<file path="config.mk">
export PLATFORM = sky130hd
export DESIGN_NAME = cipher_tx_serializer
export DESIGN_NICKNAME = d
export VERILOG_FILES = /design/src/rtl/cipher_tx_serializer.sv
export SDC_FILE = /design/constraint.sdc
export NUM_CORES = 1
export LEC_CHECK = 0
export CAP_MARGIN = 30
export CORE_MARGIN = 3
export CORE_UTILIZATION = 40
export DETAILED_ROUTE_END_ITERATION = 10
export GPL_TIMING_DRIVEN = 0
export PLACE_DENSITY = 0.53
export SYNTH_ARGS = -nofsm -noshare
export SYNTH_HDL_FRONTEND = slang
export SYNTH_SLANG_ARGS = --single-unit
</file>
<file path="constraint.sdc">
create_clock -name clk -period 4.4 [get_ports clk]
set_clock_uncertainty 0.05 [all_clocks]
set_input_delay 0.44 -clock clk [delete_from_list [all_inputs] [get_ports clk]]
set_output_delay 0.44 -clock clk [all_outputs]
set_load 0.02 [all_outputs]
</file>
<file path="src/rtl/cipher_tx_serializer.sv">
// cipher_tx_serializer: buffers 16-bit ciphertext words in a small FIFO and
// sends each one as 8N1 UART bytes, MSB byte first.
// Optional build macro CIPHER_TX_SYNC_EN: each word is preceded by a 0xA5 sync byte.
module cipher_tx_serializer #(
  parameter int unsigned FIFO_DEPTH   = 8,
  parameter int unsigned CLKS_PER_BIT = 434
) (
  input  logic                          clk,
  input  logic                          reset,
  input  logic [15:0]                   result_in,
  input  logic                          result_valid,
  input  logic                          clear_ovf,
  output logic                          tx,
  output logic                          busy,
  output logic [$clog2(FIFO_DEPTH):0]   fifo_count,
  output logic                          fifo_full,
  output logic                          overflow
);

  localparam int unsigned PtrW   = $clog2(FIFO_DEPTH);
  localparam int unsigned CntW   = PtrW + 1;
  localparam int unsigned TimerW = $clog2(CLKS_PER_BIT);
  localparam logic [TimerW-1:0] TimerReload = TimerW'(CLKS_PER_BIT - 1);
`ifdef CIPHER_TX_SYNC_EN
  localparam int unsigned BytesPerWord = 3;
`else
  localparam int unsigned BytesPerWord = 2;
`endif
  localparam int unsigned ByteIdxW = $clog2(BytesPerWord);
  localparam logic [ByteIdxW-1:0] LastByte = ByteIdxW'(BytesPerWord - 1);

  typedef enum logic [1:0] {StIdle, StStart, StData, StStop} state_e;

  state_e                state_q;
  logic [15:0]           mem_q [FIFO_DEPTH];
  logic [PtrW-1:0]       wr_ptr_q, rd_ptr_q;
  logic [CntW-1:0]       count_q;
  logic [15:0]           word_q;
  logic [ByteIdxW-1:0]   byte_idx_q;
  logic [2:0]            bit_idx_q;
  logic [TimerW-1:0]     timer_q;
  logic                  tx_q;
  logic                  overflow_q;
  logic                  push, drop, pop;
  logic [7:0]            cur_byte;

  // Fullness is judged before any same-cycle pop, so a full FIFO always rejects.
  assign fifo_full  = (count_q == CntW'(FIFO_DEPTH));
  assign push       = result_valid & ~fifo_full;
  assign drop       = result_valid & fifo_full;
  assign pop        = (state_q == StIdle) & (count_q != '0);
  assign fifo_count = count_q;
  assign busy       = (state_q != StIdle) | (count_q != '0);
  assign tx         = tx_q;
  assign overflow   = overflow_q;

  // Select the byte currently being shifted out.
  always_comb begin
    cur_byte = word_q[15:8];
`ifdef CIPHER_TX_SYNC_EN
    unique case (byte_idx_q)
      2'd0:    cur_byte = 8'hA5;
      2'd1:    cur_byte = word_q[15:8];
      default: cur_byte = word_q[7:0];
    endcase
`else
    if (byte_idx_q[0]) cur_byte = word_q[7:0];
`endif
  end

  // FIFO storage; contents need no reset since count gates every read.
  always_ff @(posedge clk) begin
    if (push) mem_q[wr_ptr_q] <= result_in;
  end

  // FIFO pointers and occupancy; pointers wrap naturally at a power-of-2 depth.
  always_ff @(posedge clk) begin
    if (reset) begin
      wr_ptr_q <= '0;
      rd_ptr_q <= '0;
      count_q  <= '0;
    end else begin
      if (push) wr_ptr_q <= wr_ptr_q + PtrW'(1);
      if (pop)  rd_ptr_q <= rd_ptr_q + PtrW'(1);
      unique case ({push, pop})
        2'b10:   count_q <= count_q + CntW'(1);
        2'b01:   count_q <= count_q - CntW'(1);
        default: count_q <= count_q;
      endcase
    end
  end

  // Sticky overflow; a drop beats a simultaneous clear.
  always_ff @(posedge clk) begin
    if (reset)          overflow_q <= 1'b0;
    else if (drop)      overflow_q <= 1'b1;
    else if (clear_ovf) overflow_q <= 1'b0;
  end

  // UART transmit FSM; tx is registered from the current state so it lags the state by one cycle.
  always_ff @(posedge clk) begin
    if (reset) begin
      state_q    <= StIdle;
      word_q     <= '0;
      byte_idx_q <= '0;
      bit_idx_q  <= '0;
      timer_q    <= '0;
      tx_q       <= 1'b1;
    end else begin
      unique case (state_q)
        StIdle: begin
          tx_q <= 1'b1;
          if (pop) begin
            word_q     <= mem_q[rd_ptr_q];
            byte_idx_q <= '0;
            timer_q    <= TimerReload;
            state_q    <= StStart;
          end
        end
        StStart: begin
          tx_q <= 1'b0;
          if (timer_q == '0) begin
            timer_q   <= TimerReload;
            bit_idx_q <= '0;
            state_q   <= StData;
          end else begin
            timer_q <= timer_q - TimerW'(1);
          end
        end
        StData: begin
          tx_q <= cur_byte[bit_idx_q];
          if (timer_q == '0) begin
            timer_q <= TimerReload;
            if (bit_idx_q == 3'd7) state_q <= StStop;
            else                   bit_idx_q <= bit_idx_q + 3'd1;
          end else begin
            timer_q <= timer_q - TimerW'(1);
          end
        end
        StStop: begin
          tx_q <= 1'b1;
          if (timer_q == '0) begin
            timer_q <= TimerReload;
            if (byte_idx_q == LastByte) begin
              state_q <= StIdle;
            end else begin
              byte_idx_q <= byte_idx_q + ByteIdxW'(1);
              state_q    <= StStart;
            end
          end else begin
            timer_q <= timer_q - TimerW'(1);
          end
        end
        default: state_q <= StIdle;
      endcase
    end
  end

endmodule

</file>
==> metrics.md, run 1 <==
| Metric | Value |
|---|---|
| Status | `finished, final reports clean` |
| 1st-pass router iterations | `4` |
| Setup TNS | `0 ns` |
| Placer Congestion | `between 0.7 and 0.8` |
| Placed cell area | `approximately 0.0076 sq mm` |
| Drc violations | `0` |
| CP arrival | `3.43 ns` |
| Reg2Reg Setup Slack | `1.27 ns` |
| Int Pwr | `3.46 mW` |
| Post-DRT Antenna Nets | `0` |
| Slew Limit Fails | `0` |
| CTS Buffer Depth | `2` |
| Final HPWL DP | `9370 um` |
| Cell Area, Synth | `about 0.0069 sq mm` |
| Initial antenna violation count | `0` |
| Synth warn | `0` |
| Die Area | `between 0.015 and 0.02 sq mm` |
| Non-filler cells, final | `slightly above 700` |
| Grt total ovfl | `0` |
| Chip Width | `137 um` |
| Setup crit end kind | `register` |
| Pleak | `~2.7 nW` |
| Area Overhead vs Synth | `18.6%` |
| Io pins | `28` |
| Count leader, synth | `edfxtp_1` |
| Fin crit period | `3.13 ns` |
| Clk slew on worst S/H paths | `roughly 0.070 ns` |
| Final Power | `5.19 mW` |
| Kind of critical path | `register to register` |
| Post-CTS Resized | `0` |
| Main combinational cell family by area after synthesis | `multiplexers` |
| Max Cap Viol | `0` |
| Adder-cell share of the synthesized area | `0.0236` |
| Synthesized area per cell | `16.6 sq um` |
| Synthesized instance count | `~420` |
| RR Startpoint | `state_q[0]` |
| Net Sw Frac | `0.333` |
| R2r worst-path depth | `12` |
| Synthesis-stage register bit count | `~170` |
| Syn nets | `between 400 and 500` |
| Fill count | `1441` |
| Reg2reg end | `fifo_count[2]` |
| Final WS setup | `between 1 and 1.5 ns` |
| Crit-path max FO | `11` |
| Comb power frac | `0.323` |
| Largest net degree at the start of global routing | `18` |
| DR vias | `3749` |
| Hold WS | `0.423 ns` |
| Top post-synthesis cells by area | `edfxtp_1, dfxtp_1, mux4_2` |
| Setup Viol. Count Final | `0` |
| CTS Buf Count | `17` |
| Switching power total | `roughly 1.7 mW` |
| Multi-input logic area | `approximately 0.0021 sq mm` |
| Top cells by count, synth | `edfxtp_1, dfxtp_1, nor2_1` |
| Min-delay worst type | `register to register` |
| Sequential power share | `0.405` |
| Row count | `47` |
| # placed instances | `between 600 and 700` |
| Final period util | `0.712` |
| Die Y | `between 100 and 150 um` |
| Clock root buffer | `clkbuf_16` |
| PortBufs | `27` |
| Initial core utilization | `0.412` |
| Fin nets | `just over 500` |
| Final Cell Area | `0.00819 sq mm` |
| Max Freq | `roughly 320 MHz` |
| Layout cells sized above 1 | `0.217` |
| Post-Synth XOR/XNOR Area | `0.0165` |
| Prevailing post-synth register cell | `edfxtp_1` |
| Mux cell area share after synthesis | `0.151` |
| Async SR Flop Fraction | `0` |
| Register area | `approximately 0.0047 sq mm` |
| Post-cts hold buffer count | `0` |
| Crit path launch type | `register` |
| Dpl ws | `~1.3 ns` |
| DR WL/cell | `between 15 and 20 um` |
| First DRT Iteration DRCs | `between 200 and 250` |
| Worst Hold End | `timer_q[8]` |
| Post-Synth Simple-Gate Area | `0.0607` |
| Area share of the largest cell type after synthesis | `0.557` |
| Worst Path Required | `around 4.7 ns` |
| Final core occ | `0.489` |
| Detailed Route WL | `roughly 14000 um` |
| Rel. slew slack | `0.398` |
| Post-synth EDFFs | `roughly 130` |
| Setup Fix Bufs, Post-CTS | `0` |
| Clock latency at the later pin of the worst-skew pair | `approximately 0.43 ns` |
| Post-synth cell types | `44` |
| CTS H-tree lvls | `4` |
| Area leader, netlist | `edfxtp_1` |
| Worst hold path stage count | `1` |
| Sequential cell area fraction in the yosys report | `0.681` |
| Sink Count | `171` |
| RSZ-0062 raised after global routing | `no` |
| Diodes inserted | `0` |
| Final Hold Violating Endpoints | `0` |
| First-pass GRT wire length | `21600 um` |
| Launch point of the worst hold path | `timer_q[8]` |
| Vias in the first global route | `3823` |
| Via/cell ratio | `approximately 5.3` |
| CTS tree | `yes` |
| Clk pwr share | `0.272` |
| Pwr per Cell Area | `approximately 630 mW/mm^2` |
| Core area | `approximately 0.017 sq mm` |
| Slew @ Worst Pin | `between 0.9 and 1 ns` |
| Peak supply drop | `about 310 uV` |
| Synth Area in Compound Gates | `0.0475` |
| Gr usage total | `0.157` |
-- registers in the layout (all words and copies together), names as in the netlist --
| name | cells |
|---|---|
| state_q | 2 |
| rd_ptr_q | 3 |
| overflow | 1 |
| wr_ptr_q | 3 |
| tx | 1 |
| word_q | 16 |
| timer_q | 9 |
| mem_q | 128 |
| byte_idx_q | 1 |
| bit_idx_q | 3 |
| fifo_count | 4 |
-- critical path, stage by stage (launching register included) --
cell	delay [ns]
dfxtp_1	0.33
inv_1	0.16
ha_1	0.18
nor2b_1	0.18
clkbuf_1	0.34
buf_1	0.46
ha_1	0.37
xor2_1	0.17
ha_1	0.16
a21oi_1	0.05
xor2_1	0.16
or3_1	0.30
a21oi_1	0.14
-- cell usage in the layout (no fill, tap or decap), types with 13 or more instances in the layout --
| cell type | n |
|---|---|
| edfxtp_1 | 128 |
| dfxtp_1 | 43 |
| nor2_1 | 39 |
| mux4_2 | 36 |
| clkdlybuf4s50_1 | 27 |
| mux2i_1 | 23 |
| a211oi_1 | 17 |
| clkbuf_16 | 17 |
| a21oi_1 | 14 |
| ha_1 | 13 |
-- power by group through the flow --
stage          Combinational, mW  Clock [mW]  Sequential, mW
3_5_place_dp                1.70           0            2.13
4_1_cts                     1.70        1.44            2.10
3_3_place_gp                1.64           0            2.13
6_report                    1.67        1.41            2.10
5_1_grt                     1.86        1.51            2.13
2_1_floorplan               1.23           0            2.12
-- metal layers --
| metal | vias up | track usage | wire length [um] |
|---|---|---|---|
| li1 | 1751 | - | - |
| met1 | 1931 | 0.208 | 6310 |
| met2 | 53 | 0.257 | 6900 |
| met3 | 14 | 0.0373 | 340 |
| met4 | 0 | 0.0516 | 213 |
| met5 | - | 0 | 0 |
-- cell families after synthesis --
logic type,count (synthesis)
buf+inv,30
xor+xnor,13
fa+ha+maj,13
simple gates,85
flops,171
mux,59
compound gates,45
-- worst max path at each step --
stage	endpoint	from	slack, ns
final	fifo_count[2]	state_q[0]	1.27
after global routing	fifo_count[2]	state_q[0]	1.04
after CTS	fifo_count[2]	state_q[0]	1.26
after detailed placement	fifo_count[2]	state_q[0]	1.29
after global placement	mem_q[0][4]	result_valid	-1.23
after floorplan	mem_q[0][0]	fifo_count[1]	1.14
-- area by class of cell --
class | instances | share of cell area
sequential | 171 | 0.574
multi-input combinational | 215 | 0.256
clock buffer | 18 | 0.0524
timing repair buffer | 40 | 0.0509
tap | 220 | 0.0336
clock inverter | 14 | 0.0159
buffer | 21 | 0.0124
inverter | 9 | 0.00413
(Power assumes the default switching activity.)
==> run 2, diff against run 1 <==
==> constraint.sdc (replaced) <==
create_clock -name clk -period 3 [get_ports clk]
set_clock_uncertainty 0.05 [all_clocks]
set_input_delay 0.3 -clock clk [delete_from_list [all_inputs] [get_ports clk]]
set_output_delay 0.3 -clock clk [all_outputs]
set_load 0.02 [all_outputs]
==> run 2 against run 1 <==
Clock power grew 59%. Core utilization up 0.37 points. Die area stayed put. Design area is 0.76% higher. Non-clock buffer count decreased by 1. Maximum frequency is 14% higher. Critical path depth unchanged. Sequential power increased by 47%. Power is 50% higher. Critical path type unchanged.
==> metrics.md, run 2 (synthesis gave the netlist of run 1 again) <==
| Metric | Value |
|---|---|
| Net Sw Frac | `0.311` |
| First-pass GRT wire length | `about 22000 um` |
| Int Pwr | `about 5.4 mW` |
| Status | `finished, final reports clean` |
| Max Freq | `between 300 and 400 MHz` |
| Post-cts hold buffer count | `0` |
| Crit path launch type | `register` |
| R2r worst-path depth | `12` |
| Chip Width | `between 100 and 150 um` |
| Fin crit period | `~2.8 ns` |
| Gr usage total | `0.158` |
| # placed instances | `around 680` |
| Kind of critical path | `register to register` |
| Slew Limit Fails | `0` |
| Clock latency at the later pin of the worst-skew pair | `roughly 0.42 ns` |
| Grt total ovfl | `0` |
| Drc violations | `0` |
| Final Hold Violating Endpoints | `0` |
| Largest delay contributor family on the critical path | `buffers and inverters` |
| Detailed Route WL | `between 10000 and 15000 um` |
| Final period util | `0.917` |
| Vias in the first global route | `approximately 3800` |
| CTS Buffer Depth | `2` |
| RSZ-0062 raised after global routing | `no` |
| Clk slew on worst S/H paths | `0.06 ns` |
| Worst Path Required | `roughly 3.3 ns` |
| CTS Buf Count | `17` |
| Layout cells sized above 1 | `0.219` |
| Crit path cell chain | `inv_1 > ha_1 > nor2b_1 > clkbuf_2 > buf_2 > ha_1 > xor2_1 > ha_1 > a21oi_1 > xor2_1 > or3_1 > a21oi_1` |
| Switching power total | `~2.4 mW` |
| Commonest non-fill, non-tap cell in the layout | `edfxtp_1` |
| Max Cap Viol | `0` |
| Largest reg by FF count | `mem_q` |
| Crit path buf inv count | `3` |
| Io pins | `28` |
| Commonest non-fill, non-tap cells in the layout | `edfxtp_1, dfxtp_1, nor2_1, mux4_2, clkdlybuf4s50_1` |
| Rel. slew slack | `0.408` |
| Final HPWL DP | `roughly 9400 um` |
| Clock root buffer | `clkbuf_16` |
| Comb power frac | `0.317` |
| Initial core utilization | `0.412` |
| Fill count | `approximately 1400` |
| Largest regs | `mem_q (128), word_q (16), timer_q (9)` |
| Core area | `0.0168 sq mm` |
| Sink Count | `approximately 170` |
| Clk pwr share | `0.287` |
| Placer Congestion | `about 0.76` |
| Slowest stage cell, crit path | `dfxtp_1` |
| Die Area | `around 0.019 sq mm` |
| Final Power | `7.80 mW` |
| CTS tree | `yes` |
| Die Y | `roughly 140 um` |
| Crit-path max FO | `11` |
| Largest net degree at the start of global routing | `17` |
| Final core occ | `0.492` |
| CTS H-tree lvls | `4` |
| Register area | `around 0.0047 sq mm` |
| Pleak | `roughly 2.7 nW` |
| Setup Fix Bufs, Post-CTS | `0` |
| DR WL/cell | `19.4 um` |
| First DRT Iteration DRCs | `between 150 and 200` |
| Post-DRT Antenna Nets | `0` |
| Via/cell ratio | `5.30` |
| CP arrival | `approximately 3.0 ns` |
| Sequential power share | `0.396` |
| Initial antenna violation count | `0` |
| Critical path's largest stage delay | `0.33 ns` |
| 1st-pass router iterations | `4` |
| Worst hold path stage count | `1` |
| Setup Viol. Count Final | `0` |
| Non-filler cells, final | `just over 700` |
| Slew @ Worst Pin | `roughly 0.89 ns` |
| Peak supply drop | `502 uV` |
| PortBufs | `27` |
| Crit path depth | `12` |
| Row count | `47` |
| Most used cell along the critical path | `ha_1` |
| DR vias | `between 3000 and 4000` |
| Pwr per Cell Area | `945 mW/mm^2` |
| Post-CTS Resized | `1` |
| Fin nets | `between 500 and 600` |
| Multi-input logic area | `0.00212 sq mm` |
| Area Overhead vs Synth | `19.5%` |
| Setup crit end kind | `register` |
| Number of flip-flops in the largest register | `128` |
| Diodes inserted | `0` |
| Min-delay worst type | `register to register` |
## run 2: worst paths after layout
check,endpoint,slack (ns),from
min,timer_q[8],0.43,timer_q[8]
max,fifo_count[2],0.25,state_q[0]
min reg2reg,timer_q[8],0.43,timer_q[8]
max reg2reg,fifo_count[2],0.25,state_q[0]
## run 2: worst register-to-register path, delay by kind of cell, from the launching register on
| family | cells | cell delay [ns] |
|---|---|---|
| and+or+nand+nor | 2 | 0.47 |
| buffers and inverters | 3 | 0.67 |
| DFF | 1 | 0.33 |
| xor gates and xnor gates | 2 | 0.33 |
| adders and majority gates | 3 | 0.63 |
| AOI/OAI and AO/OA | 2 | 0.19 |
## run 2: layout make-up
cell class                      count  share of cell area
Sequential cell                   171               0.570
Clock inverter                     12              0.0209
Inverter                            9             0.00409
Tap cell                          220              0.0334
Buffer                             21              0.0126
Multi-Input combinational cell    215               0.257
Timing Repair Buffer               39              0.0500
Clock buffer                       18              0.0520
## run 2: stage by stage
step	hold WS, ns	area, sq um	setup TNS, ns	setup WS [ns]
finish	0.429	8250	0	0.249
global placement	0.408	7460	-106.86	-1.43
CTS	0.432	8240	0	0.0787
detailed placement	0.421	7640	-0.105	-0.105
global route	0.455	8250	0	0.0249
floorplan	0.349	6920	0	0.195
## run 2: power by group through the flow
stage,Clock (mW),Sequential (mW),Combinational (mW)
floorplan,0,3.11,1.80
global placement,0,3.12,2.41
detailed placement,0,3.14,2.49
CTS,2.29,3.09,2.51
global route,2.39,3.13,2.75
finish,2.24,3.09,2.47
## run 2: per-layer routing
metal | vias to the layer above | share of wire | wire length (um) | track usage
li1 | 1744 | - | - | -
met1 | 1908 | 0.46 | 6310 | 0.216
met2 | 65 | 0.49 | 6670 | 0.251
met3 | 19 | 0.030 | 404 | 0.0329
met4 | 0 | 0.020 | 272 | 0.0593
met5 | - | 0 | 0 | 0
==> run 3, diff against run 2 <==
--- a/config.mk
+++ b/config.mk
@@ -6,6 +6,7 @@
 export NUM_CORES = 1
 export LEC_CHECK = 0
 export CAP_MARGIN = 30
+export CORE_ASPECT_RATIO = 1.2
 export CORE_MARGIN = 3
 export CORE_UTILIZATION = 40
 export DETAILED_ROUTE_END_ITERATION = 10
==> run 3 against run 2 <==
Via count down 1.2%. Register-to-register slack better by 0.04 ns. Critical path depth shrank 1. Global-route usage rose by 0.33 points. Combinational power about the same. Worst setup slack better by 0.038 ns. Largest cell class unchanged. Highest routed layer unchanged.
==> metrics.md, run 3 (synthesis gave the netlist of run 1 again) <==
| Metric | Value |
|---|---|
| Die Y | `150 um` |
| CTS Buffer Depth | `2` |
| First DRT Iteration DRCs | `175` |
| Final core occ | `0.483` |
| Final Power | `roughly 7.6 mW` |
| DR WL/cell | `about 20 um` |
| Kind of critical path | `register to register` |
| Initial antenna violation count | `0` |
| Max Cap Viol | `0` |
| First-pass GRT wire length | `roughly 23000 um` |
| CTS H-tree lvls | `4` |
| Detailed Route WL | `about 14000 um` |
| Multi-input logic area | `between 0.002 and 0.0025 sq mm` |
| Crit path cell chain | `nor4_2 > nor2b_1 > clkbuf_2 > buf_2 > ha_1 > xor2_1 > ha_1 > a21oi_1 > xor2_1 > or3_1 > a21oi_1` |
| RSZ-0062 raised after global routing | `no` |
| Largest net degree at the start of global routing | `17` |
| Reg2reg end | `fifo_count[2]` |
| Crit path buf inv count | `2` |
| Area Overhead vs Synth | `18.4%` |
| Register area | `approximately 0.0047 sq mm` |
| Setup Viol. Count Final | `0` |
| Min-delay worst type | `register to register` |
| Pleak | `2.67 nW` |
| 1st-pass router iterations | `4` |
| Slowest stage cell, crit path | `dfxtp_1` |
| # placed instances | `670` |
| CP arrival | `roughly 3 ns` |
| DR vias | `3693` |
| CTS tree | `yes` |
| Final HPWL DP | `9660 um` |
| Largest reg by FF count | `mem_q` |
| Crit path launch type | `register` |
| Initial core utilization | `0.408` |
| Grt total ovfl | `0` |
| R2r worst-path depth | `11` |
| CP Launch Point | `fifo_count[1]` |
| Sink Count | `about 170` |
| Hold WS | `~0.43 ns` |
| Die Area | `about 0.019 sq mm` |
| Pwr per Cell Area | `926 mW/mm^2` |
| Final period util | `0.904` |
| Max Freq | `around 370 MHz` |
| Largest regs | `mem_q (128), word_q (16), timer_q (9)` |
| Via/cell ratio | `roughly 5.3` |
| Commonest non-fill, non-tap cells in the layout | `edfxtp_1, dfxtp_1, nor2_1, mux4_2, clkdlybuf4s50_1` |
| RR Startpoint | `fifo_count[1]` |
| Crit-path max FO | `11` |
| Drc violations | `0` |
| Post-cts hold buffer count | `0` |
| CTS Buf Count | `17` |
| Crit path depth | `11` |
| Core area | `0.0169 sq mm` |
| Clk slew on worst S/H paths | `around 0.06 ns` |
| Number of flip-flops in the largest register | `between 100 and 150` |
| Fill count | `1499` |
| Largest delay contributor family on the critical path | `simple AND/OR/NAND/NOR gates` |
| Vias in the first global route | `roughly 4000` |
| Status | `finished, final reports clean` |
| Final Cell Area | `0.00818 sq mm` |
| Fin nets | `slightly above 500` |
| Rel. slew slack | `0.372` |
| PortBufs | `27` |
| Slew @ Worst Pin | `0.938 ns` |
| Clock root buffer | `clkbuf_16` |
| Peak supply drop | `between 500 and 600 uV` |
| Chip Width | `~130 um` |
| Commonest non-fill, non-tap cell in the layout | `edfxtp_1` |
| Post-DRT Antenna Nets | `0` |
| Slew Limit Fails | `0` |
| Fin crit period | `2.71 ns` |
| Layout cells sized above 1 | `0.222` |
| CP endpoint | `fifo_count[2]` |
| Reg2Reg Setup Slack | `approximately 0.29 ns` |
| Gr usage total | `0.161` |
| Final Hold Violating Endpoints | `0` |
| Setup crit end kind | `register` |
| Non-filler cells, final | `roughly 700` |
| Diodes inserted | `0` |
| Worst hold path stage count | `1` |
| Placer Congestion | `~0.75` |
| Row count | `52` |
| Io pins | `28` |
| Clock latency at the later pin of the worst-skew pair | `around 0.42 ns` |
| Critical path's largest stage delay | `around 0.40 ns` |
| Worst Path Required | `3.29 ns` |
| Placed cell area | `0.00763 sq mm` |
==> run 3: layout make-up <==
class,instances,share of cell area
Multi-Input combinational cell,215,0.259
Buffer,21,0.0127
Clock inverter,14,0.0133
Sequential cell,171,0.575
Tap cell,216,0.0331
Timing Repair Buffer,38,0.0496
Clock buffer,18,0.0525
Inverter,9,0.00413
==> run 3: worst min-delay path by stage <==
stage                      start     endpoint  slack [ns]
floorplan           result_in[0]  mem_q[0][0]        0.35
global placement      timer_q[8]   timer_q[8]        0.41
detailed placement    timer_q[8]   timer_q[8]        0.43
CTS                   timer_q[8]   timer_q[8]        0.44
global route          timer_q[8]   timer_q[8]        0.48
finish                timer_q[8]   timer_q[8]        0.43
==> run 3: power by group <==
| group | switching, mW | internal [mW] |
|---|---|---|
| Combinational | 1.32 | 1.13 |
| Sequential | 0.227 | 2.86 |
| Clock | 0.948 | 1.08 |
==> run 3: routing by layer <==
metal  track usage  wire length, um  vias up  share of wire
li1              -                -     1743              -
met1         0.200             6180     1898           0.44
met2         0.285             7540       39           0.53
met3        0.0346              282       13          0.020
met4        0.0488              155        0          0.011
met5             0                0        -              0
==> run 3: worst reg2reg max path: cells and delay by family (launching register included) <==
kind	cells	cell delay, ns
compound gates	2	0.28
xor+xnor	2	0.26
fa+ha+maj	2	0.46
buf+inv	2	0.42
flops	1	0.40
simple gates	3	0.77
==> run 3: metrics by stage <==
step | TNS (ns) | setup slack [ns]
finish | 0 | 0.287
global route | 0 | 0.0261
CTS | 0 | 0.0474
detailed placement | -0.114 | -0.114
global placement | -111.39 | -1.57
floorplan | 0 | 0.195
==> run 3: timing repair <==
item / in CTS / in global routing
setup endpoints to repair: 1 / 1
gates resized for setup: 1 / 3
buffers inserted: 0 / 0
